===== src/rtl/mux_truth_sweeper.sv =====
// Self-test sequencer for a 16:1 truth-table mux: sweeps sel 0..15, captures F
// into a truth table and compares it against a mask latched at start.
module mux_truth_sweeper #(
   parameter int unsigned SETTLE = 1
) (
   input  logic        clk,
   input  logic        rst,
   input  logic        start,
   input  logic        abort,
   input  logic [15:0] expected,
   input  logic        mux_f,
   output logic [3:0]  sel,
   output logic        mux_e,
   output logic        busy,
   output logic        done,
   output logic [15:0] truth_table,
   output logic        match,
   output logic [4:0]  mismatch_cnt
);

   typedef enum logic [1:0] {
      S_IDLE  = 2'd0,
      S_SWEEP = 2'd1,
      S_DONE  = 2'd2
   } state_t;

   localparam logic [3:0] SETTLE_LAST = 4'(SETTLE - 1);

   state_t      r_state;
   state_t      w_state_nxt;
   logic [3:0]  r_index;
   logic [3:0]  w_index_nxt;
   logic [3:0]  r_settle;
   logic [3:0]  w_settle_nxt;
   logic [15:0] r_exp;
   logic [15:0] w_exp_nxt;
   logic [15:0] r_tt;
   logic [15:0] w_tt_nxt;
   logic [4:0]  r_cnt;
   logic [4:0]  w_cnt_nxt;
   logic        r_match;
   logic        w_match_nxt;
   logic [3:0]  r_sel;
   logic [3:0]  w_sel_nxt;
   logic        r_mux_e;
   logic        w_mux_e_nxt;
   logic        r_busy;
   logic        w_busy_nxt;
   logic        r_done;
   logic        w_done_nxt;
   logic        w_slot_end;
   logic        w_last;
   logic        w_bit_diff;
   logic [4:0]  w_cnt_sum;

   // One when the sampled F disagrees with the expected bit for this minterm.
   function automatic logic f_bit_differs(input logic f, input logic [15:0] mask,
                                          input logic [3:0] idx);
      return f ^ mask[idx];
   endfunction

   assign w_slot_end = (r_settle == SETTLE_LAST);
   assign w_last     = (r_index == 4'd15);
   assign w_bit_diff = f_bit_differs(mux_f, r_exp, r_index);
   assign w_cnt_sum  = r_cnt + {4'd0, w_bit_diff};

   // State register.
   always_ff @(posedge clk or posedge rst) begin
      if (rst) begin
         r_state <= S_IDLE;
      end else begin
         r_state <= w_state_nxt;
      end
   end

   // Next-state logic; abort outranks the final sample.
   always_comb begin
      w_state_nxt = r_state;
      case (r_state)
         S_IDLE: begin
            if (start) begin
               w_state_nxt = S_SWEEP;
            end else begin
               w_state_nxt = S_IDLE;
            end
         end
         S_SWEEP: begin
            if (abort) begin
               w_state_nxt = S_IDLE;
            end else if (w_slot_end && w_last) begin
               w_state_nxt = S_DONE;
            end else begin
               w_state_nxt = S_SWEEP;
            end
         end
         S_DONE:  w_state_nxt = S_IDLE;
         default: w_state_nxt = S_IDLE;
      endcase
   end

   // Sweep datapath: index/settle counters, capture and mismatch accounting.
   always_comb begin
      w_index_nxt  = r_index;
      w_settle_nxt = r_settle;
      w_exp_nxt    = r_exp;
      w_tt_nxt     = r_tt;
      w_cnt_nxt    = r_cnt;
      w_match_nxt  = r_match;
      case (r_state)
         S_IDLE: begin
            if (start) begin
               w_exp_nxt    = expected;
               w_tt_nxt     = 16'd0;
               w_cnt_nxt    = 5'd0;
               w_match_nxt  = 1'b0;
               w_index_nxt  = 4'd0;
               w_settle_nxt = 4'd0;
            end else begin
               w_exp_nxt    = r_exp;
            end
         end
         S_SWEEP: begin
            if (abort) begin
               w_match_nxt = 1'b0;
            end else if (w_slot_end) begin
               w_tt_nxt[r_index] = mux_f;
               w_cnt_nxt         = w_cnt_sum;
               w_settle_nxt      = 4'd0;
               if (w_last) begin
                  w_match_nxt = (w_cnt_sum == 5'd0);
               end else begin
                  w_index_nxt = r_index + 4'd1;
               end
            end else begin
               w_settle_nxt = r_settle + 4'd1;
            end
         end
         S_DONE:  w_match_nxt = r_match;
         default: w_match_nxt = r_match;
      endcase
   end

   // Datapath registers.
   always_ff @(posedge clk or posedge rst) begin
      if (rst) begin
         r_index  <= 4'd0;
         r_settle <= 4'd0;
         r_exp    <= 16'd0;
         r_tt     <= 16'd0;
         r_cnt    <= 5'd0;
         r_match  <= 1'b0;
      end else begin
         r_index  <= w_index_nxt;
         r_settle <= w_settle_nxt;
         r_exp    <= w_exp_nxt;
         r_tt     <= w_tt_nxt;
         r_cnt    <= w_cnt_nxt;
         r_match  <= w_match_nxt;
      end
   end

   // Mux-facing outputs derived from the upcoming state so they register cleanly.
   always_comb begin
      w_sel_nxt   = 4'd0;
      w_mux_e_nxt = 1'b1;
      w_busy_nxt  = 1'b0;
      w_done_nxt  = 1'b0;
      case (w_state_nxt)
         S_IDLE: begin
            w_sel_nxt   = 4'd0;
            w_mux_e_nxt = 1'b1;
         end
         S_SWEEP: begin
            w_sel_nxt   = w_index_nxt;
            w_mux_e_nxt = 1'b0;
            w_busy_nxt  = 1'b1;
         end
         S_DONE: begin
            w_done_nxt  = 1'b1;
         end
         default: begin
            w_sel_nxt   = 4'd0;
            w_mux_e_nxt = 1'b1;
         end
      endcase
   end

   // Output registers.
   always_ff @(posedge clk or posedge rst) begin
      if (rst) begin
         r_sel   <= 4'd0;
         r_mux_e <= 1'b1;
         r_busy  <= 1'b0;
         r_done  <= 1'b0;
      end else begin
         r_sel   <= w_sel_nxt;
         r_mux_e <= w_mux_e_nxt;
         r_busy  <= w_busy_nxt;
         r_done  <= w_done_nxt;
      end
   end

   assign sel          = r_sel;
   assign mux_e        = r_mux_e;
   assign busy         = r_busy;
   assign done         = r_done;
   assign truth_table  = r_tt;
   assign match        = r_match;
   assign mismatch_cnt = r_cnt;

endmodule

===== config.mk =====
export PLATFORM = sky130hd
export DESIGN_NAME = mux_truth_sweeper
export DESIGN_NICKNAME = d
export VERILOG_FILES = /design/src/rtl/mux_truth_sweeper.sv
export SDC_FILE = /design/constraint.sdc
export NUM_CORES = 1
export LEC_CHECK = 0
export CORE_ASPECT_RATIO = 1.4
export CORE_UTILIZATION = 52
export CTS_BUF_LIST = sky130_fd_sc_hd__clkbuf_8
export CTS_CLUSTER_DIAMETER = 30
export DETAILED_ROUTE_END_ITERATION = 10
export DONT_BUFFER_PORTS = 1
export HOLD_SLACK_MARGIN = 0.02
export PLACE_DENSITY = 0.67
export SYNTH_ARGS = -nofsm -noshare
export SYNTH_HDL_FRONTEND = slang
export SYNTH_SLANG_ARGS = --single-unit

===== constraint.sdc =====
create_clock -name clk -period 4.44 [get_ports clk]
set_clock_uncertainty 0.15 [all_clocks]
set_input_delay 1.332 -clock clk [delete_from_list [all_inputs] [get_ports clk]]
set_output_delay 1.332 -clock clk [all_outputs]
set_load 0.02 [all_outputs]

After elaboration in Yosys (flattened, before gate mapping)

Cells that the tools add are included.

Input bits: 21
Register bits after elaboration: 55
Output and inout port bits: 29

Reductions and logical operators: 10
Bitwise operators: 1
$lt $le $gt $ge: 2
Mux-type cells: 35
Eq/ne operators: 9
Add/subtract/negate cells: 3

Operators with widths:

| kind                                                               | count |
|---|---|
| two-way mux 16 bit                                                 | 3 |
| two-way mux 4 bit                                                  | 8 |
| one-hot mux 16 bit (2 select lines)                                | 1 |
| bitwise mux 16 bit                                                 | 1 |
| one-hot mux 4 bit (2 select lines)                                 | 2 |
| two-way mux 5 bit                                                  | 3 |
| two-way mux 1 bit                                                  | 10 |
| one-hot mux 5 bit (2 select lines)                                 | 1 |
| adder 4 x 1 -> 4 bit (second input constant)                       | 2 |
| AND reduction 4 bit                                                | 2 |
| inequality test 2 bit (second input constant)                      | 3 |
| inequality test 3 bit (second input constant)                      | 2 |
| adder 5 x 1 -> 5 bit                                               | 1 |
| logical NOT 5 bit                                                  | 1 |
| < comparator 4 x 5 -> 1 bit (second input constant)                | 1 |
| binary-select mux 1 bit (select 4 bit)                             | 1 |
| demux 1 bit (select 4 bit)                                         | 1 |
| equality test 2 x 1 -> 1 bit (second input constant)               | 2 |
| equality test 4 bit (second input constant)                        | 1 |
| greater-or-equal comparator 4 x 1 -> 1 bit (second input constant) | 1 |
| logical NOT 4 bit                                                  | 1 |
| two-way mux 2 bit                                                  | 2 |
| one-hot mux 2 bit (2 select lines)                                 | 1 |
| AND reduction 3 bit                                                | 1 |
| 7 further kinds                                                    | 8 |

Depth between registers and ports, before layout

Gate-level depths: netlist (run 1).

Word-level depth: 9
Gate-level depth with buffers: 11

Worst setup path before layout (run 1)

Ideal clock, no wire load.

Kind: input to register
From: input mux_f
To: register r_match (netlist: match)
Arrival: 2,465 ps
Path buffers: 0
Slack: 1,745 ps
Setup time: 79 ps
Cell stages on the path: 8
Data required time: 4,211 ps
Cell sequence: inv_1 > xnor2_1 > ha_1 > ha_1 > nor2b_1 > nor4_1 > nand4_1 > mux2i_1

Word-level cells in the longest chain between the ends: 7

RTL lines:

| item                               | line | RTL |
|---|---|---|
| start: declaration                 | 11   | `input logic mux_f,` |
| bitwise XOR 1 bit                  | 59   | `return f ^ mask[idx];` |
| adder 5 x 1 -> 5 bit               | 65   | `assign w_cnt_sum = r_cnt + {4'd0, w_bit_diff};` |
| logical NOT 5 bit                  | 130  | `w_match_nxt = (w_cnt_sum == 5'd0);` |
| two-way mux 1 bit                  | 129  | `if (w_last) begin` |
| two-way mux 1 bit                  | 125  | `end else if (w_slot_end) begin` |
| two-way mux 1 bit                  | 123  | `if (abort) begin` |
| one-hot mux 1 bit (2 select lines) | 109  | `case (r_state)` |
| end signal: assignment             | 158  | `r_match <= w_match_nxt;` |
| end: declaration                   | 41   | `logic r_match;` |

No other way between the ends. The select of a mux whose other input is x is not followed.
A chain may end at the register's enable or synchronous reset.

Worst setup path in the final report (run 1)

From: register r_index[0]
To: register r_match (netlist: match)

Word-level cells in the longest chain between the ends: 9
Elaborated cells between the ends (all ways): 12

RTL lines:

| item                                    | line | RTL |
|---|---|---|
| start: declaration                      | 31   | `logic [3:0] r_index;` |
| start signal: assignment                | 153  | `r_index <= w_index_nxt;` |
| binary-select mux 1 bit (select 4 bit)  | 59   |  |
| two-way mux 1 bit (not written as such) | 59   |  |
| bitwise XOR 1 bit                       | 59   |  |
| adder 5 x 1 -> 5 bit                    | 65   |  |
| logical NOT 5 bit                       | 130  |  |
| two-way mux 1 bit                       | 129  |  |
| two-way mux 1 bit                       | 125  |  |
| two-way mux 1 bit                       | 123  |  |
| one-hot mux 1 bit (2 select lines)      | 109  |  |

Several ways; a longest one is shown, not always the timed one. The select of a mux whose other input is x is not followed.

==> results of run 1 <==
[metal layers]
metal / part of all wire [%] / global-route usage, % / up-vias
met4: 2.1 / 9.725 / 0
met3: 7.1 / 6.152 / 11
met1: 39 / 26.82 / 878
met2: 51 / 37.44 / 64
li1: - / - / 847
met5: 0 / 0 / -
[per-stage QoR]
step,worst slack [ps],hold slack [ps]
after global routing,1267,383.9
final,1536,359.8
after global placement,1574,337.8
after detailed placement,1526,341.0
after floorplan,1617,325.2
after CTS,1511,362.7
[cell type report]
class / instances / area (um^2)
inverter: 11 / 41.29
tap: 64 / 80.08
fill: 407 / 2083
sequential: 55 / 1378
clock buffer: 6 / 82.58
timing repair buffer: 2 / 15.01
clock inverter: 2 / 8.758
multi-input combinational: 161 / 1229
[power groups by stage]
stage | Sequential [mW] | Clock [mW] | Combinational, mW
2_1_floorplan | 0.662 | 0 | 0.328
3_3_place_gp | 0.696 | 0 | 0.374
3_5_place_dp | 0.698 | 0 | 0.378
4_1_cts | 0.687 | 0.287 | 0.381
5_1_grt | 0.698 | 0.305 | 0.422
6_report | 0.685 | 0.283 | 0.379
[flip-flops by register name (all words and copies together) (netlist names)]
register      flops
r_index           4
mismatch_cnt      5
r_state           2
truth_table      16
r_settle          4
busy              1
done              1
match             1
r_exp            16
mux_e             1
sel               4
[kinds of logic after synthesis]
logic type,count (synthesis),synth area share (%)
multiplexers,23,11.17
AND/OR/NAND/NOR,57,13.06
AO/OA/AOI/OAI,67,15.46
flip-flops,55,50.81
adder cells (fa/ha/maj),8,3.692
XOR/XNOR,6,1.939
buffers and inverters,22,3.876
[cell usage in the layout (no fill, tap or decap), types with 2 or more instances in the layout]
cell                        n
sky130_fd_sc_hd__mux2_2    16
sky130_fd_sc_hd__o21ai_1    6
sky130_fd_sc_hd__a31oi_1    5
sky130_fd_sc_hd__nand2_1    6
sky130_fd_sc_hd__buf_4      2
sky130_fd_sc_hd__mux2_1     2
sky130_fd_sc_hd__nor3b_2    2
sky130_fd_sc_hd__clkbuf_8   6
sky130_fd_sc_hd__nor2b_1    7
sky130_fd_sc_hd__inv_2      2
sky130_fd_sc_hd__and2_1     3
sky130_fd_sc_hd__inv_1     10
sky130_fd_sc_hd__o21ai_0   29
sky130_fd_sc_hd__nor3_1     3
sky130_fd_sc_hd__xnor2_1    3
sky130_fd_sc_hd__a22o_1     3
sky130_fd_sc_hd__mux4_2     4
sky130_fd_sc_hd__ha_1       8
sky130_fd_sc_hd__nand2b_1   5
sky130_fd_sc_hd__xor2_1     3
sky130_fd_sc_hd__nor2_1     9
sky130_fd_sc_hd__dfrtp_1   54
sky130_fd_sc_hd__nand3_1   12
sky130_fd_sc_hd__a21oi_1   15
[worst reg2reg max path: cells and delay by family, from the launching register on]
kind            cells  cell delay, ps
flops               1             590
fa+ha+maj           2             420
xor+xnor            1             140
compound gates      1             200
mux                 2             700
simple gates        4             640
[path summary, 6_finish.rpt]
check / startpoint / endpoint / slack (ps) / cells after the start
max: r_index[0] / match / 1540 / 10
min reg2reg: r_exp[14] / r_exp[14] / 360 / 1
max reg2reg: r_index[0] / match / 1540 / 10
max in group asynchronous: rst / mux_e / 2520 / 2
min: r_exp[14] / r_exp[14] / 360 / 1
min in group asynchronous: rst / truth_table[7] / 820 / 1
==> impl_summary.txt, run 1 <==
----------------------------------------------------
[Setup path]
  Kind of cell adding the most delay to the critical path ... multiplexers
  Cell with the largest stage delay on the worst path ... sky130_fd_sc_hd__dfrtp_1
  Data arrival time of the critical path ... 3000 ps
  Endpoint kind of the worst setup timing path ... flip-flop
  Count of buffering cells on the critical path with inverters included ... 0
  Cell occurring most often along the worst timing path ... sky130_fd_sc_hd__ha_1
  Cells traversed along the worst timing path ... mux4_2, a22oi_1, nand3_1, xnor2_1, ha_1, ha_1, nor2b_1, nor4_1, nand4_1, mux2i_1
  Worst Path Max Fanout ... 9
  Req. time, crit path ... 4540 ps
  CP startpoint kind ... flip-flop
  Crit path kind ... reg2reg
  CP peak stage delay ... 590 ps

[GRT]
  Total routing usage reported by global routing ... 22.34%
  Wire length of the first global-routing pass ... 9.335 mm
  Via count of the first global-routing pass ... 1816
  Antenna violations before repair ... 0
  Maximum number of pins on one net before global-route repair ... 31
  Total congestion overflow after global routing ... 0

[Floorplan]
  Core area ... 4917 um^2
  Die extent in x ... 63.03 um
  Starting utilization of the core area ... 55.14%
  Die area ... 5511 um^2
  I/O pin count ... 50
  Vertical extent of the die ... 87.44 um
  Placement row count ... 30

[Cells and area]
  Area added between synthesis and finish ... 4.522%
  Final instance count without filler cells ... 301
  Share of final-layout standard cells stronger than drive strength 1 ... 18.57%
  Final Instance Area ... 2834 um^2
  Final core utilization ... 57.63%
  Final Net Count ... 265
  Number of antenna cells inserted ... 0

[Yosys]
  Sequential element share of the synthesized area ... 50.81%
  Flop and latch count out of synthesis ... 55
  Post-synthesis async set-or-reset flop share ... 100.0%
  Number of cells produced by synthesis ... 238
  Library cells used by synthesis ... 47
  Post-synth EDFFs ... 0
  Cells taking the most area after synthesis ... sky130_fd_sc_hd__dfrtp_1 50%, sky130_fd_sc_hd__mux2_2 6.6%, sky130_fd_sc_hd__o21ai_0 5.4%
  Post-synth net total ... 267
  Leading register cell type out of synthesis ... sky130_fd_sc_hd__dfrtp_1
  Total standard cell area after synthesis ... 2711 um^2
  Syn Area/Cell ... 11.39 um^2
  Yosys warns ... 0
  Commonest cells in the netlist ... 54 x sky130_fd_sc_hd__dfrtp_1, 29 x sky130_fd_sc_hd__o21ai_0, 16 x sky130_fd_sc_hd__mux2_2, 15 x sky130_fd_sc_hd__a21oi_1, 12 x sky130_fd_sc_hd__nand3_1
  Area share of the largest cell type after synthesis ... 49.84%
  Most numerous cell in the Yosys netlist ... sky130_fd_sc_hd__dfrtp_1
  Yosys top cell by area ... sky130_fd_sc_hd__dfrtp_1

[Clock network]
  Latest clock arrival within the worst-skew pair ... 310 ps
  Worst-case clock buffer depth ... 2
  Cell chosen for the clock root ... sky130_fd_sc_hd__clkbuf_8
  Number of sinks handled by clock tree synthesis ... 55
  CTS clk-pin slew, worst paths ... 100 ps
  Number of buffers inserted during clock tree synthesis ... 5
  Level count of the clock H-tree ... 2
  Number of buffers inserted by post-CTS setup repair ... 0
  Number of buffers inserted for hold repair after clock tree synthesis ... 0
  CTS tree ... done
  Resize count post-CTS ... 0

[Pwr]
  Peak supply drop ... 0.0002463 V
  LEAKAGE ... 1.206 nW
  Gate power share ... 28.2%
  Net switching power figure ... 0.4644 mW
  Switching power as a share of total power ... 34.47%
  Power per standard cell area ... 475.3 nW/um^2
  Internal power ... 0.8826 mW
  Portion of total power attributed to sequential cells ... 50.8%
  Power after layout ... 1.347 mW
  Fraction of power consumed by the clock network ... 21.0%

[Drt]
  Per-cell via count in the routed design ... 5.980
  Vias after detailed routing ... 1800
  Number of remaining DRC errors ... 0
  Routed Wire Length ... 5.557 mm
  Number of DRC violations after detailed-routing iteration 0 ... 92
  First-pass DRT Iterations ... 5
  Number of routed nets with antenna violations ... 0
  Average wire per cell in the routed design ... 18.46 um

[STA]
  Rel. slew slack ... 45.06%
  Final Critical Period ... 2904 ps
  Transition time at the pin with the least slew margin ... 824.1 ps
  Fin crit share ... 65.41%
  Setup repair after global routing missed its margin ... false
  Number of pins exceeding their max-slew limit in the final report ... 0
  Sum Neg Setup Slack ... 0 ps
  Top achievable clock speed ... 344.3 MHz
  Finish-stage setup viols ... 0
  Fin. Hold Viols ... 0

[Placement]
  Count of port buffers added during placement ... 0
  Total cell area at the placement stage ... 2743 um^2
  RD Place Congestion ... 0.8395
  Dpl hpwl ... 4.041 mm
  Placed Instances ... 293

[Run status]
  Outcome ... finished, final reports clean

[Hold path]
  HP Class ... reg2reg

[Run]
  Maximum capacitance violations ... 0

----------------------------------------------------
Note: power is estimated with default switching activity, not from simulation.
==> run 2, diff against run 1 <==
- clock period: 4.44 -> 2.8 ns (I/O delays scaled with it)
==> impl_summary.txt, run 2 (same netlist as run 1, synthesis figures left out) <==
----------------------------------------------------
[Placement]
  Placement Setup Slack ... -68.06 ps (was 1526 ps)
  Count of port buffers added during placement ... 0 (unchanged)
  RD Place Congestion ... 0.8328 (was 0.8395)
  Placed Instances ... 302 (was 293)
  Dpl hpwl ... 4.247 mm (was 4.041 mm)

[Setup path]
  Endpoint kind of the worst setup timing path ... flip-flop (unchanged)
  CP peak stage delay ... 520 ps (was 590 ps)
  Cells traversed along the worst timing path ... mux4_2, a22oi_2, nand3_4, xnor2_2, ha_2, ha_4, nor2b_4, nor4_4, nand4_1, mux2i_1 (was mux4_2, a22oi_1, nand3_1, xnor2_1, ha_1, ha_1, nor2b_1, nor4_1, nand4_1, mux2i_1)
  Req. time, crit path ... 2890 ps (was 4540 ps)
  Crit path kind ... reg2reg (unchanged)
  Cell with the largest stage delay on the worst path ... sky130_fd_sc_hd__mux4_2 (was sky130_fd_sc_hd__dfrtp_1)
  Register-to-Register Setup Slack ... 100 ps (was 1540 ps)
  Start of the worst register-to-register path ... r_index[0] (unchanged)
  Endpoint of the lowest-slack register-to-register path ... match (unchanged)
  Worst Path Max Fanout ... 5 (was 9)
  Worst setup path start ... r_index[0] (unchanged)
  Worst Reg-to-Reg Cells ... 10 (unchanged)
  CP startpoint kind ... flip-flop (unchanged)
  Data arrival time of the critical path ... 2790 ps (was 3000 ps)

[Cells and area]
  Final Net Count ... 277 (was 265)
  Share of final-layout standard cells stronger than drive strength 1 ... 25.70% (was 18.57%)
  Area added between synthesis and finish ... 10.66% (was 4.522%)
  Layout fillers ... 422 (was 407)
  Number of antenna cells inserted ... 0 (unchanged)
  Final core utilization ... 61.02% (was 57.63%)
  Final instance count without filler cells ... 313 (was 301)
  Highest-count cells in the layout ignoring fill and taps ... 53 x sky130_fd_sc_hd__dfrtp_1, 29 x sky130_fd_sc_hd__o21ai_0, 16 x sky130_fd_sc_hd__mux2_2 (was 54 x sky130_fd_sc_hd__dfrtp_1, 29 x sky130_fd_sc_hd__o21ai_0, 16 x sky130_fd_sc_hd__mux2_2)
  Most common cell after layout, fill and taps aside ... sky130_fd_sc_hd__dfrtp_1 (unchanged)
  Area used by multi-input combinational logic ... 1294 um^2 (was 1229 um^2)
  Register area ... 1379 um^2 (was 1378 um^2)

[GRT]
  Total routing usage reported by global routing ... 22.40% (was 22.34%)
  Antenna violations before repair ... 0 (unchanged)
  Wire length of the first global-routing pass ... 9.363 mm (was 9.335 mm)
  Maximum number of pins on one net before global-route repair ... 33 (was 31)
  Total congestion overflow after global routing ... 0 (unchanged)
  Via count of the first global-routing pass ... 1957 (was 1816)

[Clock network]
  Number of buffers inserted during clock tree synthesis ... 5 (unchanged)
  Level count of the clock H-tree ... 2 (unchanged)
  CTS clk-pin slew, worst paths ... 100 ps (about the same)
  Number of buffers inserted for hold repair after clock tree synthesis ... 0 (unchanged)
  Number of sinks handled by clock tree synthesis ... 55 (unchanged)
  Cell chosen for the clock root ... sky130_fd_sc_hd__clkbuf_8 (unchanged)
  Latest clock arrival within the worst-skew pair ... 310 ps (about the same)
  Worst-case clock buffer depth ... 2 (unchanged)
  CTS tree ... done (unchanged)

[STA]
  Finish-stage setup viols ... 0 (unchanged)
  Transition time at the pin with the least slew margin ... 539.8 ps (was 824.1 ps)
  Rel. slew slack ... 63.96% (was 45.06%)
  Fin. Hold Viols ... 0 (unchanged)
  Number of pins exceeding their max-slew limit in the final report ... 0 (unchanged)
  Fin crit share ... 96.46% (was 65.41%)
  Setup repair after global routing missed its margin ... true (was false)
  Final Critical Period ... 2701 ps (was 2904 ps)
  Top achievable clock speed ... 370.2 MHz (was 344.3 MHz)
  Smallest setup slack after layout ... 99.11 ps (was 1536 ps)

[Floorplan]
  Die extent in x ... 63.03 um (unchanged)
  Core area ... 4917 um^2 (unchanged)
  I/O pin count ... 50 (unchanged)
  Starting utilization of the core area ... 55.14% (unchanged)
  Placement row count ... 30 (unchanged)
  Die area ... 5511 um^2 (unchanged)
  Vertical extent of the die ... 87.44 um (unchanged)

[Drt]
  Number of remaining DRC errors ... 0 (unchanged)
  Vias after detailed routing ... 1867 (was 1800)
  First-pass DRT Iterations ... 4 (was 5)
  Number of DRC violations after detailed-routing iteration 0 ... 85 (was 92)
  Average wire per cell in the routed design ... 18.44 um (was 18.46 um)
  Routed Wire Length ... 5.772 mm (was 5.557 mm)
  Per-cell via count in the routed design ... 5.965 (was 5.980)
  Number of routed nets with antenna violations ... 0 (unchanged)

[Pwr]
  Power per standard cell area ... 751.7 nW/um^2 (was 475.3 nW/um^2)
  Peak supply drop ... 0.0004521 V (was 0.0002463 V)
  LEAKAGE ... 1.283 nW (was 1.206 nW)

[Hold path]
  HP Class ... in2async (was reg2reg)

[Run]
  Maximum capacitance violations ... 0 (unchanged)

[Run status]
  Outcome ... finished, final reports clean (unchanged)

----------------------------------------------------
[run 2: repair_timing]
action | CTS | global route
gates cloned | 0 | 0
setup buffers | 0 | 3
endpoints found under the setup margin | 1 | 1
pin swaps | 1 | 5
resized for setup | 1 | 14
[run 2: final cells by class]
class                           count  share of cell area (%)
Timing Repair Buffer               14                   4.170
Sequential cell                    55                   45.95
Multi-Input combinational cell    161                   43.12
Tap cell                           64                   2.669
Clock inverter                      3                  0.4170
Inverter                           11                   1.376
Clock buffer                        5                   2.294
[run 2: worst max path at each step]
stage	end	slack [ps]
after floorplan	match	130
after global placement	match	50
after detailed placement	match	-70
after CTS	match	30
after global routing	match	-30
final	match	100
[run 2: per-layer routing]
layer / vias to the layer above / wire [um] / GRT usage [%]
met5: - / 0 / 0
met4: 0 / 182 / 10.78
met3: 17 / 307 / 6.152
met2: 58 / 2997 / 38.91
met1: 914 / 2284 / 25.28
li1: 878 / - / -
[run 2: power breakdown]
part	leakage (nW)	switching, mW	internal, mW
registers	0.717	0.166	0.918
logic	0.516	0.368	0.383
clock network	0.0505	0.251	0.169
total	1.28	0.785	1.47
[run 2: metrics by stage]
step / instance area (um^2) / TNS (ps) / hold slack [ps] / power (mW)
global placement: 2823 / 0 / 337.3 / 1.732
CTS: 2905 / 0 / 299.9 / 2.171
finish: 3000 / 0 / 294.0 / 2.255
global route: 3000 / -26.22 / 320.5 / 2.385
detailed placement: 2823 / -68.06 / 346.0 / 1.751
floorplan: 2711 / 0 / 325.2 / 1.571
[run 2: critical path, delay by kind of cell, from the launching register on]
family                   cells  cell delay (ps)
AND/OR/NAND/NOR              4              620
multiplexers                 2              670
AO/OA/AOI/OAI                1              220
flip-flops                   1              440
XOR/XNOR                     1              140
adder cells (fa/ha/maj)      2              370
